<file path="src/rtl/bist_pkg.sv">
// Shared types and constants for the BIST session controller and its MISR.
package bist_pkg;

   typedef enum logic [2:0] {
      StIdle,
      StInit,
      StRun,
      StDrain,
      StCompare,
      StDone
   } state_e;

   localparam logic [7:0] LfsrSeed    = 8'h01;
   localparam logic [7:0] DefaultPoly = 8'h32;

endpackage

</file>
<file path="src/rtl/bist_misr.sv">
// Multiple-input signature register compacting CUT responses into a signature.
module bist_misr
   import bist_pkg::*;
#(
   parameter int unsigned      WIDTH = 8,
   parameter logic [WIDTH-1:0] POLY  = WIDTH'(DefaultPoly)
) (
   input  logic             clk,
   input  logic             reset,
   input  logic             clear,
   input  logic             en,
   input  logic [WIDTH-1:0] resp,
   output logic [WIDTH-1:0] sig
);

   logic [WIDTH-1:0] taps;
   logic [WIDTH-1:0] sig_next;

   // Bit 0 always takes the feedback regardless of POLY[0].
   assign taps     = POLY | WIDTH'(1);
   assign sig_next = {sig[WIDTH-2:0], 1'b0} ^ ({WIDTH{sig[WIDTH-1]}} & taps) ^ resp;

   always_ff @(posedge clk or negedge reset) begin
      if (!reset) begin
         sig <= '0;
      end else if (clear) begin
         sig <= '0;
      end else if (en) begin
         sig <= sig_next;
      end
   end

endmodule

</file>
<file path="src/rtl/bist_controller.sv">
// Sequences one BIST session: LFSR release, response compaction, signature compare.
module bist_controller
   import bist_pkg::*;
#(
   parameter int unsigned      WIDTH        = 8,
   parameter int unsigned      NUM_PATTERNS = 255,
   parameter int unsigned      CUT_LATENCY  = 0,
   parameter logic [WIDTH-1:0] POLY         = WIDTH'(DefaultPoly),
   parameter logic [WIDTH-1:0] GOLDEN_SIG   = '0
) (
   input  logic                                  clk,
   input  logic                                  reset,
   input  logic                                  start,
   input  logic                                  abort,
   input  logic [WIDTH-1:0]                      lfsr_q,
   input  logic [WIDTH-1:0]                      cut_resp,
   output logic                                  lfsr_reset,
   output logic                                  test_mode,
   output logic                                  busy,
   output logic                                  done,
   output logic                                  pass,
   output logic                                  fail,
   output logic [WIDTH-1:0]                      signature,
   output logic [$clog2(NUM_PATTERNS+1)-1:0]     pattern_cnt
);

   localparam int unsigned     CW        = $clog2(NUM_PATTERNS + 1);
   localparam logic [CW-1:0]   MaxCnt    = CW'(NUM_PATTERNS);
   localparam logic [CW-1:0]   LastCnt   = CW'(NUM_PATTERNS - 1);
   localparam logic [1:0]      LastDrain = 2'((CUT_LATENCY == 0) ? 0 : CUT_LATENCY - 1);

   state_e     state;
   logic [1:0] drain_cnt;
   logic       run;
   logic       valid;
   logic       unused_lfsr;

   assign run         = (state == StRun);
   // lfsr_q is for external monitoring only; the pattern reaches the CUT outside this block.
   assign unused_lfsr = ^lfsr_q;

   if (CUT_LATENCY == 0) begin : g_nolat
      assign valid = run;
   end else begin : g_lat
      logic [CUT_LATENCY-1:0] pipe;
      always_ff @(posedge clk or negedge reset) begin
         if (!reset) begin
            pipe <= '0;
         end else if (abort) begin
            pipe <= '0;
         end else begin
            pipe <= CUT_LATENCY'({pipe, run});
         end
      end
      assign valid = pipe[CUT_LATENCY-1];
   end

   bist_misr #(
      .WIDTH (WIDTH),
      .POLY  (POLY)
   ) u_misr (
      .clk   (clk),
      .reset (reset),
      .clear (state == StInit && !abort),
      .en    (valid && !abort),
      .resp  (cut_resp),
      .sig   (signature)
   );

   always_ff @(posedge clk or negedge reset) begin
      if (!reset) begin
         state       <= StIdle;
         lfsr_reset  <= 1'b1;
         test_mode   <= 1'b0;
         busy        <= 1'b0;
         done        <= 1'b0;
         pass        <= 1'b0;
         fail        <= 1'b0;
         pattern_cnt <= '0;
         drain_cnt   <= '0;
      end else if (abort) begin
         state      <= StIdle;
         lfsr_reset <= 1'b1;
         test_mode  <= 1'b0;
         busy       <= 1'b0;
         done       <= 1'b0;
         pass       <= 1'b0;
         fail       <= 1'b0;
      end else begin
         unique case (state)
            StIdle, StDone: begin
               if (start) begin
                  state <= StInit;
                  busy  <= 1'b1;
                  done  <= 1'b0;
                  pass  <= 1'b0;
                  fail  <= 1'b0;
               end
            end
            StInit: begin
               state       <= StRun;
               pattern_cnt <= '0;
               lfsr_reset  <= 1'b0;
               test_mode   <= 1'b1;
            end
            StRun: begin
               if (pattern_cnt != MaxCnt) pattern_cnt <= pattern_cnt + 1'b1;
               if (pattern_cnt == LastCnt) begin
                  lfsr_reset <= 1'b1;
                  drain_cnt  <= '0;
                  if (CUT_LATENCY == 0) begin
                     state     <= StCompare;
                     test_mode <= 1'b0;
                  end else begin
                     state <= StDrain;
                  end
               end
            end
            StDrain: begin
               if (drain_cnt == LastDrain) begin
                  state     <= StCompare;
                  test_mode <= 1'b0;
               end else begin
                  drain_cnt <= drain_cnt + 1'b1;
               end
            end
            StCompare: begin
               state <= StDone;
               busy  <= 1'b0;
               done  <= 1'b1;
               pass  <= (signature == GOLDEN_SIG);
               fail  <= (signature != GOLDEN_SIG);
            end
            default: state <= StIdle;
         endcase
      end
   end

endmodule

</file>
<file path="config.mk">
export PLATFORM = sky130hd
export DESIGN_NAME = bist_controller
export DESIGN_NICKNAME = d
export VERILOG_FILES = /design/src/rtl/bist_pkg.sv /design/src/rtl/bist_misr.sv /design/src/rtl/bist_controller.sv
export SDC_FILE = /design/constraint.sdc
export NUM_CORES = 1
export LEC_CHECK = 0
export CELL_PAD_IN_SITES_DETAIL_PLACEMENT = 1
export CELL_PAD_IN_SITES_GLOBAL_PLACEMENT = 1
export CORE_ASPECT_RATIO = 2
export CORE_MARGIN = 1
export CORE_UTILIZATION = 49
export DETAILED_ROUTE_END_ITERATION = 10
export DONT_BUFFER_PORTS = 1
export MAX_ROUTING_LAYER = met4
export PLACE_DENSITY_LB_ADDON = 0.1
export SLEW_MARGIN = 20
export SYNTH_ARGS = -nofsm -noshare
export SYNTH_HDL_FRONTEND = slang
export SYNTH_SLANG_ARGS = --single-unit
</file>
<file path="constraint.sdc">
create_clock -name clk -period 2.64 [get_ports clk]
set_input_delay 0.264 -clock clk [delete_from_list [all_inputs] [get_ports clk]]
set_output_delay 0.264 -clock clk [all_outputs]
set_load 0.05 [all_outputs]
</file>
==> run summary, run 1 <==
Minimum setup slack among reg-to-reg paths = 720 ps
Input/output buffers = 0
Period minus WS final = 1920 ps
Final period utilization = 72.6%
Core area = 0.00294 mm²
Die Wd = 41.1 µm
Skew-Pair Late Insertion Delay = 280 ps
Data required, critical path = 2810 ps
Worst Clk Skew = 2.24 ps
Crit path DAT = 2090 ps
Async SR Flop Fraction = 100%
Post_cts resized = 0
Synthesized area per cell = 9.27 µm²
Worst-path fanout max = 6
Post-Synthesis Cell Area = 0.00150 mm²
Post-route design area = 0.00161 mm²
Die ar. = 0.00330 mm²
Setup-failing EPs final = 0
H-tree depth = 1
Largest net degree at the start of global routing = 28
Register area share after synthesis = 45.1%
Wire per inst = 18.7 µm
CP max-delay cell = dfrtp_1
RSZ-0062 raised after global routing = false
Dpl ws = 729 ps
Root buf cell = clkbuf_8
Final Max Slew Viols = 0
Setup TNS = 0 ps
Critical Path Source Type = flip-flop
Net Sw Frac = 38.4%
Rows = 28
Top_reg_cell synth = dfrtp_1
Max VDD drop = 0.465 mV
Peak Freq = 522 MHz
Final HPWL from detailed placement = 2770 µm
Status = complete, no violations
Clock buffer depth = 2
Synth warn = 0
Area growth from synthesis to layout = 7.25%
Remaining DRCs = 0
Inst Count DP = 189
Clock power share = 23.9%
CP cell instances = ha_1 -> and3_1 -> a211oi_1 -> o21ai_1 -> a22o_1
TritonCTS Buffers = 3
Worst path max stage delay = 620 ps
PD cells = 628 mW/mm²
Leak = 0.693 nW
Total gr overflow = 0
Comb pwr share = 15.6%
Clock-pin slew on the worst setup and hold paths = 90 ps
Net Switching = 0.388 mW
I/O pins = 42
DR pass1 iterations = 4
Tot GR Track Use = 26.3%
Post-CTS Setup Inserts = 0
Cell count after synthesis = 162
Slew Limit Headroom = 51.8%
Final Hold Fails = 0
Syn nets = 185
Worst Path Buf+Inv = 0
Ant. Diodes = 0
DRT iter0 DRCs = 12
First-pass GRT wire length = 5860 µm
CTS tree = yes
Total power = 1.01 mW
Cell variety after synth = 48
Via count = 1253
Setup crit end kind = flip-flop
Vias per cell = 6.43
Cell internal pwr = 0.623 mW
Clock Sinks = 27
Cell family with most CP delay = compound AO/OA/AOI/OAI gates
Final nets = 189
Antenna Nets Post-Route = 0
Vias in the first global route = 1315
Post-place instance area = 0.00153 mm²
Worst min path class = primary input to flip-flop
Initial core utilization = 51.0%
Initial antenna violation count = 0
Worst slew pin tran = 723 ps
WS Path Type = flip-flop to flip-flop
Number of synthesized flops with an enable pin = 0
Non-Filler Instances = 195
WL final = 3650 µm
Most frequent cells in the layout = 26 x dfrtp_1, 18 x nand2_1, 15 x a21oi_1, 10 x nor2_1, 9 x o21ai_0
Layout cells sized above 1 = 10.9%
#FFs+latches synth = 27
Height of the die = 80.3 µm
Commonest non-fill, non-tap cell in the layout = dfrtp_1
Max cap viols = 0
GPL Wtd Cong = 0.735
Worst setup slack after layout = 723 ps
Reg power frac = 60.5%
==> power by group through the flow <==
stage	Clock [mW]	Sequential (mW)	Combinational, mW
2_1_floorplan	0	0.598	0.133
3_3_place_gp	0	0.619	0.138
3_5_place_dp	0	0.622	0.147
4_1_cts	0.250	0.613	0.161
5_1_grt	0.257	0.621	0.181
6_report	0.242	0.612	0.157
==> cell type report <==
type,instances,area (µm²)
clock buffers,3,41.3
multi-input cells,120,759
flip-flops and latches,27,677
repair buffers,6,60.1
clock inverters,1,5.00
well taps,30,37.5
inverters,8,30.0
fillers,353,1330
==> routing by layer <==
layer | vias to the layer above | GRT usage (%) | routed length (µm)
li1 | 583 | - | -
met1 | 639 | 29.9 | 1390
met2 | 25 | 45.3 | 2110
met3 | 6 | 1.93 | 87
met4 | 0 | 9.03 | 62
met5 | - | - | 0
==> worst paths after layout <==
path / start / to / cells after the start
max: pattern_cnt[0] / pattern_cnt[7] / 5
min: abort / test_mode / 1
max reg2reg: pattern_cnt[0] / pattern_cnt[7] / 5
min reg2reg: drain_cnt[1] / drain_cnt[1] / 1
max in group asynchronous: reset / lfsr_reset / 2
min in group asynchronous: reset / pattern_cnt[3] / 2
==> cells in the mapped netlist, types with 2 or more instances <==
cell,instances,area [µm²]
a21oi_1,15,75.1
a31oi_1,3,18.8
o21ai_1,2,10.0
nor3_1,2,10.0
clkbuf_1,4,15.0
nand3_1,5,25.0
nor2_1,10,37.5
nand2_1,18,67.6
buf_4,2,15.0
o21ai_0,9,45.0
nor4_1,3,18.8
dfrtp_1,26,651
xor2_1,4,35.0
ha_1,3,37.5
o31ai_1,4,30.0
inv_1,7,26.3
or2_2,2,12.5
a22o_1,4,35.0
nand4_1,2,12.5
and3_1,3,18.8
xnor2_1,7,61.3
==> stage by stage <==
stage / hold slack (ps) / utilization [%]
3_5_place_dp: -31.0 / 52.1
5_1_grt: 33.1 / 54.7
2_1_floorplan: -31.6 / -
6_report: 36.3 / 54.7
4_1_cts: 32.0 / 54.7
3_3_place_gp: -31.1 / 52.1
==> registers in the layout, summed over array words and instances (netlist names) <==
register and count:
lfsr_reset 1, pass 1, test_mode 1, drain_cnt 2
fail 1, done 1, u_misr.sig 8, pattern_cnt 8
busy 1, state 3
==> timing repair <==
item / CTS / global route
endpoints found under the hold margin: 27 / 0
endpoints found under the setup margin: 0 / 0
hold buffers: 2 / 0
==> cell families after synthesis <==
kind of cell / share of synthesized area [%]
compound gates: 21.2
fa+ha+maj: 3.17
mux: 0.667
flops: 45.1
xor+xnor: 7.50
simple gates: 18.1
buf+inv: 4.33
Power figures use the tool's default switching activity.
==> run 2: changes to the inputs <==
--- a/config.mk
+++ b/config.mk
@@ -9,7 +9,7 @@
 export CELL_PAD_IN_SITES_GLOBAL_PLACEMENT = 1
 export CORE_ASPECT_RATIO = 2
 export CORE_MARGIN = 1
-export CORE_UTILIZATION = 49
+export CORE_UTILIZATION = 46
 export DETAILED_ROUTE_END_ITERATION = 10
 export DONT_BUFFER_PORTS = 1
 export MAX_ROUTING_LAYER = met4
==> constraint.sdc (replaced) <==
create_clock -name clk -period 1.8 [get_ports clk]
set_input_delay 0.18 -clock clk [delete_from_list [all_inputs] [get_ports clk]]
set_output_delay 0.18 -clock clk [all_outputs]
set_load 0.05 [all_outputs]
==> run 2 against run 1 <==
Largest power group unchanged. Clock power grew 53%. Design area grew 8.8%. Combinational power grew to 3.0 times the previous value. Total power grew 56%. Critical path type unchanged. Clock skew is essentially flat. Register-to-register slack lost 590 ps. Sequential cell count is the same. First-iteration DRC count grew 130%.
==> run summary, run 2 (same netlist as run 1, synthesis figures left out) <==
Status = complete, no violations
Clock buffer depth = 2
Setup crit end kind = flip-flop
Commonest non-fill, non-tap cell in the layout = dfrtp_1
Clock Sinks = 27
Leak = 0.784 nW
Cell internal pwr = 0.974 mW
Biggest regs = pattern_cnt x8, u_misr.sig x8, state x3
Via count = 1324
Vias in the first global route = 1442
Wire per inst = 19.1 µm
TritonCTS Buffers = 3
Root buf cell = clkbuf_8
Final Hold Fails = 0
Initial antenna violation count = 0
Crit path DAT = 1850 ps
Die Wd = 42.4 µm
Total gr overflow = 0
WS Path Type = flip-flop to flip-flop
Worst-path fanout max = 6
Post-route design area = 0.00175 mm²
Dpl ws = 163 ps
Comb pwr share = 30.1%
Net Switching = 0.605 mW
Setup-failing EPs final = 0
Die ar. = 0.00351 mm²
WL final = 4090 µm
First-pass GRT wire length = 6620 µm
Clock-pin slew on the worst setup and hold paths = 100 ps
Largest net degree at the start of global routing = 28
Reg power frac = 46.5%
Data required, critical path = 1980 ps
GPL Wtd Cong = 0.861
Critical Path Source Type = flip-flop
DRT iter0 DRCs = 27
Core area = 0.00316 mm²
Fin Hold WS = 5.06 ps
Cts hold-fix bufs = 3
Remaining DRCs = 0
Worst setup slack after layout = 129 ps
Final period utilization = 92.8%
Clock power share = 23.4%
RSZ-0062 raised after global routing = false
Post-place instance area = 0.00166 mm²
Max VDD drop = 0.454 mV
Max cap viols = 0
Tot GR Track Use = 25.9%
Slew Limit Headroom = 67.6%
Fillers = 387
Final HPWL from detailed placement = 3050 µm
Layout cells sized above 1 = 19.1%
CTS tree = yes
Height of the die = 82.8 µm
Peak Freq = 598 MHz
Post_cts resized = 0
Vias per cell = 6.19
Worst slew pin tran = 482 ps
Final nets = 207
Net Sw Frac = 38.3%
Worst min path class = primary input to flip-flop
Ant. Diodes = 0
Antenna Nets Post-Route = 0
Setup TNS = 0 ps
H-tree depth = 1
Period minus WS final = 1670 ps
Skew-Pair Late Insertion Delay = 280 ps
I/O pins = 42
Final Max Slew Viols = 0
Worst Clk Skew = 2.44 ps
DR pass1 iterations = 6
Rows = 29
Post-CTS Setup Inserts = 0
PD cells = 901 mW/mm²
Most frequent cells in the layout = 26 x dfrtp_1, 21 x buf_4, 18 x nand2_1, 15 x a21oi_1, 10 x nor2_1
Initial core utilization = 47.6%
Area growth from synthesis to layout = 16.7%
Input/output buffers = 0
-- run 2: changes by cell type in the layout (fill, tap and decap cells not counted), sizes merged --
cell | previous run | this run
buf | 5 | 22
clkinv | 1 | 0
clkinvlp | 0 | 1
dlygate4sd3 | 1 | 2
-- run 2: path summary, 6_finish.rpt --
path | from | end | slack, ps | depth (start not counted)
worst max-delay path | pattern_cnt[0] | pattern_cnt[7] | 130 | 5
worst min-delay path | abort | lfsr_reset | 5 | 2
worst max register to register | pattern_cnt[0] | pattern_cnt[7] | 130 | 5
worst min register to register | drain_cnt[0] | drain_cnt[0] | 550 | 1
max in group asynchronous | reset | lfsr_reset | 1230 | 2
min in group asynchronous | reset | pattern_cnt[2] | 350 | 2
-- run 2: cell type report --
type                            instances  area, µm²  area share, %
Clock buffer                            3       41.3           2.36
Clock inverter                          1       7.51          0.429
Inverter                                8       30.0           1.71
Multi-Input combinational cell        120        759           43.4
Sequential cell                        27        677           38.6
Tap cell                               31       38.8           2.21
Timing Repair Buffer                   24        198           11.3
-- run 2: routing by layer --
metal / vias up / global-route usage, % / share of wire, %
met1: 673 / 24.8 / 35
met5: - / - / 0
met3: 8 / 3.68 / 2.5
met2: 24 / 50.8 / 60
li1: 619 / - / -
met4: 0 / 10.3 / 1.8
-- run 2: per-stage QoR --
step | util, % | instances | power (mW)
after global placement | 52.7 | 207 | 1.18
after floorplan | - | 162 | 1.07
after global routing | 55.5 | 214 | 1.65
final | 55.5 | 214 | 1.58
after CTS | 55.5 | 214 | 1.59
after detailed placement | 52.7 | 207 | 1.20
-- run 2: worst max-delay path, cell delays in order, from the launching register on --
cell,delay [ps]
dfrtp_1,450
ha_1,270
and3_1,230
a211oi_1,330
o21ai_1,110
a22o_1,180
-- run 2: power by group through the flow --
stage	sequential [mW]	clock, mW	combinational [mW]
after global placement	0.742	0	0.438
after floorplan	0.877	0	0.195
after detailed placement	0.747	0	0.452
after global routing	0.743	0.399	0.507
final	0.734	0.370	0.475
after CTS	0.735	0.380	0.479
==> run 3: changes to the inputs <==
--- a/config.mk
+++ b/config.mk
@@ -10,6 +10,7 @@
 export CORE_ASPECT_RATIO = 2
 export CORE_MARGIN = 1
 export CORE_UTILIZATION = 46
+export CTS_CLUSTER_DIAMETER = 120
 export DETAILED_ROUTE_END_ITERATION = 10
 export DONT_BUFFER_PORTS = 1
 export MAX_ROUTING_LAYER = met4
==> results of run 3 <==
Same layout as run 2: the final DEF is identical, and so are final timing and power.
